## src/rtl/alu_seq_pkg.sv

```systemverilog
// rtl/alu_seq_pkg.sv - shared state encodings, button indices and ALU opcodes
package alu_seq_pkg;

    typedef enum logic [1:0] {
        LOAD_A  = 2'b00,
        LOAD_B  = 2'b01,
        LOAD_OP = 2'b10,
        RESULT  = 2'b11
    } state_e;

    localparam int BTN_ENTER = 0;
    localparam int BTN_BACK  = 1;
    localparam int BTN_CLEAR = 2;

    localparam logic [5:0] OP_ADD = 6'h20;
    localparam logic [5:0] OP_SUB = 6'h22;
    localparam logic [5:0] OP_AND = 6'h24;
    localparam logic [5:0] OP_OR  = 6'h25;
    localparam logic [5:0] OP_XOR = 6'h26;
    localparam logic [5:0] OP_NOR = 6'h27;
    localparam logic [5:0] OP_SRL = 6'h02;
    localparam logic [5:0] OP_SRA = 6'h03;

endpackage

```

## src/rtl/alu.sv

```systemverilog
// rtl/alu.sv - combinational ALU, signed two's-complement operands with wrap-around
module alu
    import alu_seq_pkg::*;
#(
    parameter int SIZEDATA = 8,
    parameter int SIZEOP   = 6
) (
    input  logic [SIZEDATA-1:0] data_a_i,
    input  logic [SIZEDATA-1:0] data_b_i,
    input  logic [SIZEOP-1:0]   op_i,
    output logic [SIZEDATA-1:0] result_o
);

    always_comb begin
        result_o = '0;
        case (op_i)
            SIZEOP'(OP_ADD): result_o = data_a_i + data_b_i;
            SIZEOP'(OP_SUB): result_o = data_a_i - data_b_i;
            SIZEOP'(OP_AND): result_o = data_a_i & data_b_i;
            SIZEOP'(OP_OR):  result_o = data_a_i | data_b_i;
            SIZEOP'(OP_XOR): result_o = data_a_i ^ data_b_i;
            SIZEOP'(OP_NOR): result_o = ~(data_a_i | data_b_i);
            SIZEOP'(OP_SRL): result_o = data_a_i >> data_b_i;
            SIZEOP'(OP_SRA): result_o = $signed(data_a_i) >>> data_b_i;
            default:         result_o = '0;
        endcase
    end

endmodule

```

## src/rtl/button_debouncer.sv

```systemverilog
// rtl/button_debouncer.sv - 2-FF synchroniser, stability counter and rising-edge pulse
module button_debouncer #(
    parameter int DEBOUNCE_CYCLES = 100000
) (
    input  logic clk_i,
    input  logic rst_ni,
    input  logic btn_i,
    output logic pulse_o
);

    localparam int CW = $clog2(DEBOUNCE_CYCLES);

    logic          sync1_q, sync2_q;
    logic          deb_q, deb_d;
    logic          deb_prev_q;
    logic          pulse_q;
    logic [CW-1:0] cnt_q, cnt_d;

    // Any cycle where the synced level agrees with the debounced level restarts the count.
    always_comb begin
        cnt_d = '0;
        deb_d = deb_q;
        if (sync2_q != deb_q) begin
            if (cnt_q == CW'(DEBOUNCE_CYCLES - 1)) begin
                deb_d = sync2_q;
            end else begin
                cnt_d = cnt_q + 1'b1;
            end
        end
    end

    always_ff @(posedge clk_i or negedge rst_ni) begin
        if (!rst_ni) begin
            sync1_q    <= 1'b0;
            sync2_q    <= 1'b0;
            deb_q      <= 1'b0;
            deb_prev_q <= 1'b0;
            pulse_q    <= 1'b0;
            cnt_q      <= '0;
        end else begin
            sync1_q    <= btn_i;
            sync2_q    <= sync1_q;
            deb_q      <= deb_d;
            deb_prev_q <= deb_q;
            pulse_q    <= deb_q & ~deb_prev_q;
            cnt_q      <= cnt_d;
        end
    end

    assign pulse_o = pulse_q;

endmodule

```

## src/rtl/alu_seq_top.sv

```systemverilog
// rtl/alu_seq_top.sv - button-sequenced operand/opcode entry around the ALU
// with a registered result, VALID flag and LED display.
module alu_seq_top
    import alu_seq_pkg::*;
#(
    parameter int SIZEDATA        = 8,
    parameter int SIZEOP          = 6,
    parameter int N_BUTTONS       = 3,
    parameter int DEBOUNCE_CYCLES = 100000
) (
    input  logic                 CLK,
    input  logic                 RST_N,
    input  logic [SIZEDATA-1:0]  SWITCHES,
    input  logic [N_BUTTONS-1:0] BUTTONS,
    output logic [SIZEDATA-1:0]  LEDS,
    output logic [1:0]           STATE,
    output logic                 VALID
);

    logic [N_BUTTONS-1:0] pulse;
    state_e               state_q;
    logic [SIZEDATA-1:0]  datoa_q, datob_q, result_q, leds_q;
    logic [SIZEOP-1:0]    opcode_q;
    logic                 valid_q;
    logic [SIZEDATA-1:0]  alu_result;

    for (genvar i = 0; i < N_BUTTONS; i++) begin : g_btn
        button_debouncer #(
            .DEBOUNCE_CYCLES(DEBOUNCE_CYCLES)
        ) u_deb (
            .clk_i  (CLK),
            .rst_ni (RST_N),
            .btn_i  (BUTTONS[i]),
            .pulse_o(pulse[i])
        );
    end

    alu #(
        .SIZEDATA(SIZEDATA),
        .SIZEOP  (SIZEOP)
    ) u_alu (
        .data_a_i(datoa_q),
        .data_b_i(datob_q),
        .op_i    (opcode_q),
        .result_o(alu_result)
    );

    // Button actions come last so CLEAR/exit assignments override the RESULT-state loads.
    always_ff @(posedge CLK or negedge RST_N) begin
        if (!RST_N) begin
            state_q  <= LOAD_A;
            datoa_q  <= '0;
            datob_q  <= '0;
            opcode_q <= '0;
            result_q <= '0;
            valid_q  <= 1'b0;
            leds_q   <= '0;
        end else begin
            if (state_q == RESULT) begin
                result_q <= alu_result;
                valid_q  <= 1'b1;
                if (valid_q) begin
                    leds_q <= result_q;
                end
            end else begin
                leds_q <= SWITCHES;
            end

            if (pulse[BTN_CLEAR]) begin
                state_q  <= LOAD_A;
                datoa_q  <= '0;
                datob_q  <= '0;
                opcode_q <= '0;
                result_q <= '0;
                valid_q  <= 1'b0;
            end else if (pulse[BTN_BACK]) begin
                case (state_q)
                    LOAD_A:  state_q <= LOAD_A;
                    LOAD_B:  state_q <= LOAD_A;
                    LOAD_OP: state_q <= LOAD_B;
                    RESULT: begin
                        state_q <= LOAD_OP;
                        valid_q <= 1'b0;
                    end
                    default: state_q <= LOAD_A;
                endcase
            end else if (pulse[BTN_ENTER]) begin
                case (state_q)
                    LOAD_A: begin
                        datoa_q <= SWITCHES;
                        state_q <= LOAD_B;
                    end
                    LOAD_B: begin
                        datob_q <= SWITCHES;
                        state_q <= LOAD_OP;
                    end
                    LOAD_OP: begin
                        opcode_q <= SWITCHES[SIZEOP-1:0];
                        state_q  <= RESULT;
                    end
                    RESULT: begin
                        state_q <= LOAD_A;
                        valid_q <= 1'b0;
                    end
                    default: state_q <= LOAD_A;
                endcase
            end
        end
    end

    assign LEDS  = leds_q;
    assign STATE = state_q;
    assign VALID = valid_q;

endmodule

```

## config.mk

```make
export PLATFORM = sky130hd
export DESIGN_NAME = alu_seq_top
export DESIGN_NICKNAME = d
export VERILOG_FILES = /design/src/rtl/alu_seq_pkg.sv /design/src/rtl/alu.sv /design/src/rtl/button_debouncer.sv /design/src/rtl/alu_seq_top.sv
export SDC_FILE = /design/constraint.sdc
export NUM_CORES = 1
export LEC_CHECK = 0
export ABC_AREA = 1
export ABC_CLOCK_PERIOD_IN_PS = 5250
export BUFFER_PORTS_ARGS = -buffer_cell sky130_fd_sc_hd__buf_2
export CAP_MARGIN = 20
export CORE_MARGIN = 1
export CORE_UTILIZATION = 50
export DETAILED_ROUTE_END_ITERATION = 8
export PLACE_DENSITY = 0.67
export SYNTH_ARGS = -nofsm -noshare
export SYNTH_HDL_FRONTEND = slang
export SYNTH_SLANG_ARGS = --single-unit
export TNS_END_PERCENT = 30
```

## constraint.sdc

```tcl
create_clock -name CLK -period 5.25 [get_ports CLK]
set_input_delay 0.525 -clock CLK [delete_from_list [all_inputs] [get_ports CLK]]
set_output_delay 0.525 -clock CLK [all_outputs]
set_load 0.1 [all_outputs]
```

==> reports/metrics.csv, run 1 <==
metric;value;unit
grt_max_degree;62;
timing_worst_slew_pin_value;856;ps
synthCells;863;
clk_latency;350;ps
syn_area;6590;sq um
die_h;117;um
clkTransAtPathRegs;70;ps
port_buffers;23;
first_pass_iters;5;
power_density;231;nW/um^2
drc;0;
cts_inserted_buffers;9;
relSlewSlack;42.9;%
grt_pass1_vias;5567;
hold_path.class;input port to async pin;
die_x;117;um
dr_total_vias;5759;
yosys_warnings;0;
critPathArrivalTime;3190;ps
finalHoldViolations;0;
htree_levels;3;
pin_count;24;
clock_skew;7.63;ps
max_stage_delay;520;ps
design_area;7190;sq um
post_cts_buffers;0;
synth_area_per_cell;7.64;sq um
holdBufCountCts;0;
synth_seq_cells;107;
clock.fmax;339;MHz
critPathSlowestCell;dfrtp_1;
cp_num_buf_inv;2;
fin_crit_sh;56.2;%
gr-total-overflow;0;
cts_tree;built;
path_cells;inv_1, ha_1, inv_1, o21ai_0, o21ai_0, xor2_1, ha_1, a21oi_1, o21ai_0, a21oi_1, nand3_1, nand3_1, nand2_1, nand2_1, nand2_1;
area_delta_synth_final;9.09;%
drt_wl_total;16000;um
fin_tns_setup;0;ps
drive_gt1_share;9.79;%
diodes;0;
setup_viol;0;
ant_nets;0;
critPathTopFamily;compound AO/OA/AOI/OAI gates;
r2r_slack;2300;ps
final_cell_mix;208 x nand2_1, 111 x inv_1, 107 x dfrtp_1;
wl_per_cell;15.1;um
clock-sinks;107;
yosysSeqAreaShare;40.6;%
cp_max_fo;15;
grtUsageTotal;25.7;%
globalplace.congestion;0.960;
critPathLaunchType;register;
drv_slew;0;
required;5490;ps
first_iter_violations;431;
num_rows;41;
critPathKind;register to register;
yosys.cell_types.count;41;
period_needed;2950;ps
vdd_drop_max;0.000214;V
rsz0062_at_grt;false;
final_nets;932;
leakagePower;3.41;nW
cts_root_buf;clkbuf_16;
die-area;13600;sq um
placed_area;6860;sq um
grt_pass1_wl;26700;um
status;finished clean;
endpoint_kind;register;
dp_hpwl;12100;um
cts_resized;0;
layout_commonest_cell;nand2_1;
drv_cap;0;
clock_path_buffers;2;
antenna_found_initial;0;
viasPerCell;5.43;
initial_core_util;51.8;%
core-area;12700;sq um
synth_nets;911;
## cell families after synthesis
kind of cell / after synthesis / synth area share (%)
muxes: 2 / 0.342
buffers and inverters: 131 / 7.69
DFF: 107 / 40.6
AOI/OAI and AO/OA: 100 / 8.71
adders and majority gates: 35 / 6.76
and+or+nand+nor: 463 / 32.5
xor gates and xnor gates: 25 / 3.32
## power breakdown
part	switching, mW	leakage (nW)	internal [mW]
clock	0.305	0.163	0.432
combinational	0.0628	1.91	0.0153
sequential	0.00753	1.35	0.835
## synthesized netlist by cell type
master     number  area (sq um)
nand2_1       208           781
inv_1         111           417
dfrtp_1       107          2680
nor2_1         81           304
nand3_1        76           380
o21ai_0        45           225
ha_1           34           425
a21oi_1        28           140
nand4_1        23           144
xor2_1         18           158
nor3_1         17          85.1
nor4_1         13          81.3
o211ai_1       12          90.1
nor2_2         10          62.6
nand2_2         7          43.8
xnor2_1         7          61.3
buf_2           6          30.0
clkbuf_1        6          22.5
nor3b_1         6          45.0
or2_2           6          37.5
inv_2           5          18.8
a211oi_1        3          22.5
a31oi_1         3          18.8
nand3_2         3          30.0
nor3_2          3          30.0
nor3_4          3          48.8
o21ai_1         3          15.0
mux2_2          2          22.5
nor2_4          2          22.5
nor3b_2         2          25.0
o21a_1          2          15.0
o21ai_2         2          17.5
a31oi_4         1          21.3
and2_0          1          6.26
buf_1           1          3.75
buf_6           1          11.3
clkinv_1        1          3.75
fa_1            1          20.0
nand2_4         1          11.3
o2111ai_1       1          8.76
or2_0           1          6.26
## area by class of cell
cell class | count | area (sq um)
Multi-Input combinational cell | 625 | 3410
Fill cell | 1235 | 5530
Inverter | 117 | 439
Timing Repair Buffer | 24 | 125
Sequential cell | 107 | 2680
Clock buffer | 10 | 239
Tap cell | 172 | 215
Clock inverter | 6 | 87.6
## metal layers
metal | vias up | global-route usage (%) | share of wire (%)
li1 | 2854 | - | -
met1 | 2718 | 33.4 | 44
met2 | 156 | 42.8 | 48
met3 | 31 | 3.60 | 4.8
met4 | 0 | 11.5 | 3.1
met5 | - | 0 | 0
## flip-flops by register name, summed over array words and instances, names as in the netlist
register,cells
LEDS,8
STATE,2
VALID,1
datoa_q,8
datob_q,8
g_btn.u_deb.cnt_q,51
g_btn.u_deb.deb_prev_q,3
g_btn.u_deb.deb_q,3
g_btn.u_deb.pulse_o,3
g_btn.u_deb.sync1_q,3
g_btn.u_deb.sync2_q,3
opcode_q,6
result_q,8
## worst paths after layout
check | startpoint | endpoint | cells after the start
max in group asynchronous | RST_N | g_btn[0].u_deb.cnt_q[6] | 2
worst max-delay path | datob_q[1] | result_q[7] | 15
min in group CLK | BUTTONS[1] | g_btn[1].u_deb.sync1_q | 1
worst min register to register | g_btn[2].u_deb.sync1_q | g_btn[2].u_deb.sync2_q | 0
worst min-delay path | RST_N | datoa_q[2] | 1
worst max register to register | datob_q[1] | result_q[7] | 15
## stage by stage
| stage | util, % | total power, mW | hold slack (ps) | std cells | setup slack, ps |
|---|---|---|---|---|---|
| floorplan | - | 0.903 | 229 | 863 | 2820 |
| global placement | 53.9 | 0.936 | 341 | 1045 | 2410 |
| detailed placement | 53.9 | 0.938 | 338 | 1045 | 2380 |
| CTS | 56.5 | 1.67 | 268 | 1061 | 2350 |
| global route | 56.5 | 1.71 | 269 | 1061 | 2030 |
| finish | 56.5 | 1.66 | 257 | 1061 | 2300 |
Note: power is estimated with default switching activity, not from simulation.
==> inputs of run 2 (changes only) <==
Settings changed: ABC_CLOCK_PERIOD_IN_PS 5250 to 2850.
Clock period 5.25 ns to 2.85 ns, I/O delays scaled along.
==> reports/metrics.csv, run 2 (synthesis gave the netlist of run 1 again) <==
metric;value;unit;change
dr_wl_met2;7360;um;was 7630 um
reg2reg_from;opcode_q[5];;was datob_q[1]
fin_crit_sh;90.7;%;was 56.2%
die-area;13600;sq um;unchanged
leakagePower;3.46;nW;was 3.41 nW
hold-path-cell-count;1;;
multi_input_area;3410;sq um;unchanged
drive_gt1_share;10.7;%;was 9.79%
setup_viol;0;;unchanged
clock_skew;4.77;ps;was 7.63 ps
antenna_found_initial;0;;unchanged
area.sequential;2680;sq um;unchanged
design_area;7280;sq um;was 7190 sq um
critPathLaunchType;register;;unchanged
first_iter_violations;475;;was 431
clkTransAtPathRegs;70;ps;about the same
first_pass_iters;5;;unchanged
wl_met3;690;um;was 760 um
fin_cells;1071;;was 1061
cts_tree;built;;unchanged
r2r_cells;17;;was 15
fin_tns_setup;0;ps;unchanged
highest_layer;met4;;unchanged
die_x;117;um;unchanged
critPathKind;register to register;;unchanged
rsz0062_at_grt;false;;unchanged
drc;0;;unchanged
cts_root_buf;clkbuf_16;;unchanged
holdWs;29.3;ps;was 257 ps
clock-sinks;107;;unchanged
drt_wl_total;16000;um;about the same
final_cell_mix;208 x nand2_1, 111 x inv_1, 107 x dfrtp_1;;unchanged
dr_total_vias;5821;;was 5759
largest_register_ffs;51;;unchanged
drv_cap;0;;unchanged
timing_worst_slew_pin_value;762;ps;was 856 ps
grt_pass1_vias;5351;;was 5567
hold_path.class;input port to register;;was input port to async pin
post_cts_buffers;0;;unchanged
viasPerCell;5.44;;was 5.43
gr-total-overflow;0;;unchanged
diodes;0;;unchanged
final_nets;942;;was 932
period_needed;2580;ps;was 2950 ps
initial_core_util;51.8;%;unchanged
grt_pass1_wl;26200;um;was 26700 um
dp_hpwl;12100;um;about the same
wl_met1;7470;um;was 7110 um
cts_inserted_buffers;9;;unchanged
power_density;420;nW/um^2;was 231 nW/um^2
clock.fmax;387;MHz;was 339 MHz
relSlewSlack;49.0;%;was 42.9%
globalplace.congestion;0.994;;was 0.960
critPathArrivalTime;2840;ps;was 3190 ps
dp_cells;1054;;was 1045
wl_per_cell;15.0;um;was 15.1 um
cp_max_fo;6;;was 15
finalHoldViolations;0;;unchanged
die_h;117;um;unchanged
r2r_slack;270;ps;was 2300 ps
area_delta_synth_final;10.4;%;was 9.09%
core-area;12700;sq um;unchanged
port_buffers;23;;unchanged
min_from;BUTTONS[1];;
final_util;57.2;%;was 56.5%
required;3100;ps;was 5490 ps
largest-register;g_btn.u_deb.cnt_q;;unchanged
fill_cells;1168;;was 1235
placed_area;6940;sq um;was 6860 sq um
layout_commonest_cell;nand2_1;;unchanged
grt_max_degree;52;;was 62
num_rows;41;;unchanged
drv_slew;0;;unchanged
clk_latency;360;ps;was 350 ps
status;finished clean;;unchanged
endpoint_kind;register;;unchanged
pin_count;24;;unchanged
vdd_drop_max;0.000329;V;was 0.000214 V
hold_end;g_btn[1].u_deb.sync1_q;;
grtUsageTotal;25.4;%;was 25.7%
rr_endpoint;result_q[6];;was result_q[7]
ant_nets;0;;unchanged
htree_levels;3;;unchanged
clock_path_buffers;2;;unchanged
-- run 2: report_power, final --
| group | total [mW] | internal [mW] | leakage, nW | switching (mW) |
|---|---|---|---|---|
| registers | 1.55 | 1.54 | 1.35 | 0.0133 |
| clock network | 1.36 | 0.776 | 0.156 | 0.582 |
| logic | 0.148 | 0.0323 | 1.96 | 0.116 |
| total | 3.06 | 2.35 | 3.46 | 0.711 |
-- run 2: worst max path at each step --
stage / start / to / slack, ps
after floorplan: datob_q[1] / result_q[7] / 420
after global placement: datob_q[2] / result_q[7] / 300
after detailed placement: datob_q[2] / result_q[7] / 230
after CTS: datob_q[2] / result_q[7] / 200
after global routing: opcode_q[5] / result_q[6] / 30
final: opcode_q[5] / result_q[6] / 270
-- run 2: repair_timing --
item,4_1_cts,5_1_grt
endpoints found under the hold margin,34,0
gates resized for setup,0,1
setup endpoints to repair,0,1
hold buffers,1,0
-- run 2: final cells by class --
| type | instances | area share [%] |
|---|---|---|
| multi-input combinational | 625 | 46.8 |
| sequential | 107 | 36.8 |
| inverter | 117 | 6.04 |
| clock buffer | 9 | 3.09 |
| timing repair buffer | 34 | 2.96 |
| tap | 172 | 2.96 |
| clock inverter | 7 | 1.36 |
-- run 2: per-stage QoR --
| stage | setup WS, ps | total power, mW |
|---|---|---|
| finish | 266 | 3.06 |
| global route | 34.4 | 3.16 |
| CTS | 200 | 3.10 |
| detailed placement | 235 | 1.73 |
| global placement | 295 | 1.73 |
| floorplan | 420 | 1.66 |
-- run 2: metal layers --
metal  global-route usage (%)  vias to the layer above
li1                         -                     2882
met1                     34.7                     2732
met2                     39.9                      168
met3                     3.50                       39
met4                     12.2                        0
met5                        0                        -
-- run 2: worst max-delay path, cell delays in order, from the launching register on --
cell and delay (ps):
dfrtp_1 400, nand2_2 160, inv_1 70, nand2_2 110, inv_1 80, or2_2 280
xor2_1 150, ha_1 370, a21oi_1 120, or2_2 300, nand3_1 70, nand2_1 50
nand3_1 70, nand2_1 50, inv_1 60, nand2_1 50, nand2_1 50, nand2_1 50
==> inputs of run 3 (changes only) <==
Settings changed: CORE_ASPECT_RATIO set to 0.7.
==> reports/metrics.csv, run 3 (synthesis gave the netlist of run 1 again) <==
metric;value;unit;change
hold_end;g_btn[1].u_deb.sync1_q;;unchanged
clkTransAtPathRegs;80;ps;was 70 ps
layout_commonest_cell;nand2_1;;unchanged
design_area;7250;sq um;was 7280 sq um
wl_per_cell;15.6;um;was 15.0 um
r2r_slack;210;ps;was 270 ps
hold-path-cell-count;1;;unchanged
ant_nets;0;;unchanged
timing_worst_slew_pin_value;785;ps;was 762 ps
die_h;98.1;um;was 117 um
reg2reg_from;opcode_q[0];;was opcode_q[5]
r2r_cells;17;;unchanged
finalHoldViolations;0;;unchanged
viasPerCell;5.55;;was 5.44
relSlewSlack;47.4;%;was 49.0%
p_total;2.98;mW;was 3.06 mW
dp_hpwl;12600;um;was 12100 um
rsz0062_at_grt;false;;unchanged
htree_levels;3;;unchanged
first_iter_violations;539;;was 475
cp_num_buf_inv;3;;unchanged
endpoint_kind;register;;unchanged
num_rows;34;;was 41
grtUsageTotal;25.7;%;was 25.4%
cts_inserted_buffers;9;;unchanged
drive_gt1_share;11.2;%;was 10.7%
die_x;139;um;was 117 um
final_nets;942;;unchanged
clock_skew;8.17;ps;was 4.77 ps
drt_wl_total;16500;um;was 16000 um
status;complete, but fails checks;;was finished clean
area_delta_synth_final;10.0;%;was 10.4%
globalplace.congestion;1.04;;was 0.994
critPathSlowestCell;dfrtp_2;;was dfrtp_1
port_buffers;23;;unchanged
drv_cap;0;;unchanged
path_cells;inv_2, nand2_2, nor2_4, nand2_2, inv_1, or2_2, xor2_1, ha_1, nand2_1, inv_1, nand4_1, o211ai_1, nand2_1, nand3_1, nand3_1, nand2_1, nand2_1;;was nand2_2, inv_1, nand2_2, inv_1, or2_2, xor2_1, ha_1, a21oi_1, or2_2, nand3_1, nand2_1, nand3_1, nand2_1, inv_1, nand2_1, nand2_1, nand2_1
grt_pass1_wl;27700;um;was 26200 um
clock-sinks;107;;unchanged
failed_checks;DRC;;
dp_cells;1044;;was 1054
die-area;13700;sq um;was 13600 sq um
placed_area;6920;sq um;was 6940 sq um
clock.fmax;379;MHz;was 387 MHz
cts_root_buf;clkbuf_16;;unchanged
max_stage_delay;460;ps;was 400 ps
final_util;57.4;%;was 57.2%
first_pass_iters;8;;was 5
clock_path_buffers;2;;unchanged
grt_max_degree;50;;was 52
cp_max_fo;6;;unchanged
critPathLaunchType;register;;unchanged
grt_pass1_vias;5475;;was 5351
hold_path.class;input port to register;;unchanged
largest_register_ffs;51;;unchanged
pin_count;24;;unchanged
antenna_found_initial;0;;unchanged
critPathArrivalTime;2880;ps;was 2840 ps
crit_start;opcode_q[0];;was opcode_q[5]
dpl_worst_slack;131;ps;was 235 ps
initial_core_util;52.2;%;was 51.8%
setup_viol;0;;unchanged
drc;4;;was 0
holdWs;33.0;ps;was 29.3 ps
required;3090;ps;was 3100 ps
leakagePower;3.45;nW;was 3.46 nW
fin_tns_setup;0;ps;unchanged
largest-register;g_btn.u_deb.cnt_q;;unchanged
min_from;BUTTONS[1];;unchanged
clk_latency;350;ps;was 360 ps
timing.final.ws_setup;214;ps;was 266 ps
period_needed;2640;ps;was 2580 ps
fin_crit_sh;92.5;%;was 90.7%
critPathKind;register to register;;unchanged
rr_endpoint;result_q[5];;was result_q[6]
dr_total_vias;5888;;was 5821
power_density;411;nW/um^2;was 420 nW/um^2
fill_cells;1150;;was 1168
diodes;0;;unchanged
vdd_drop_max;0.000339;V;was 0.000329 V
final_cell_mix;208 x nand2_1, 110 x inv_1, 105 x dfrtp_1;;was 208 x nand2_1, 111 x inv_1, 107 x dfrtp_1
gr-total-overflow;0;;unchanged
fin_cells;1061;;was 1071
critPathTopFamily;simple AND/OR/NAND/NOR gates;;unchanged
crit_top_cell;nand2_1;;unchanged
core-area;12600;sq um;was 12700 sq um
drv_slew;0;;unchanged
cts_tree;built;;unchanged
[run 3: cell count changes in the layout (fill, tap and decap cells not counted), sizes merged]
cell	before	now
bufinv	2	0
clkinvlp	1	0
inv	118	121
[run 3: how the worst max path moves through the flow]
stage	to	slack (ps)	cells past startpoint
4_1_cts	result_q[7]	100	15
3_5_place_dp	result_q[7]	130	15
5_1_grt	result_q[7]	20	15
3_3_place_gp	result_q[7]	140	14
6_report	result_q[5]	210	17
2_1_floorplan	result_q[7]	420	16
[run 3: power by group]
| part | internal, mW | total (mW) | switching [mW] |
|---|---|---|---|
| Sequential | 1.54 | 1.55 | 0.0143 |
| Clock | 0.636 | 1.28 | 0.640 |
| Combinational | 0.0309 | 0.150 | 0.119 |
[run 3: layout make-up]
type / count / area, sq um / share of cell area [%]
Multi-Input combinational cell: 625 / 3410 / 47.1
Sequential cell: 107 / 2680 / 37.0
Inverter: 117 / 439 / 6.06
Clock buffer: 9 / 225 / 3.11
Timing Repair Buffer: 34 / 203 / 2.80
Tap cell: 162 / 203 / 2.80
Clock inverter: 7 / 86.3 / 1.19
[run 3: repair_timing]
action	in CTS	in global routing
endpoints found under the hold margin	46	0
buffers inserted	0	0
gates resized for setup	0	7
hold buffers	1	0
endpoints found under the setup margin	0	3
[run 3: per-layer routing]
layer,vias up,share of wire (%),global-route usage [%]
met5,-,0,0
met1,2779,49,39.5
met4,0,1.3,5.56
met2,221,42,37.2
met3,22,7.1,4.90
li1,2866,-,-
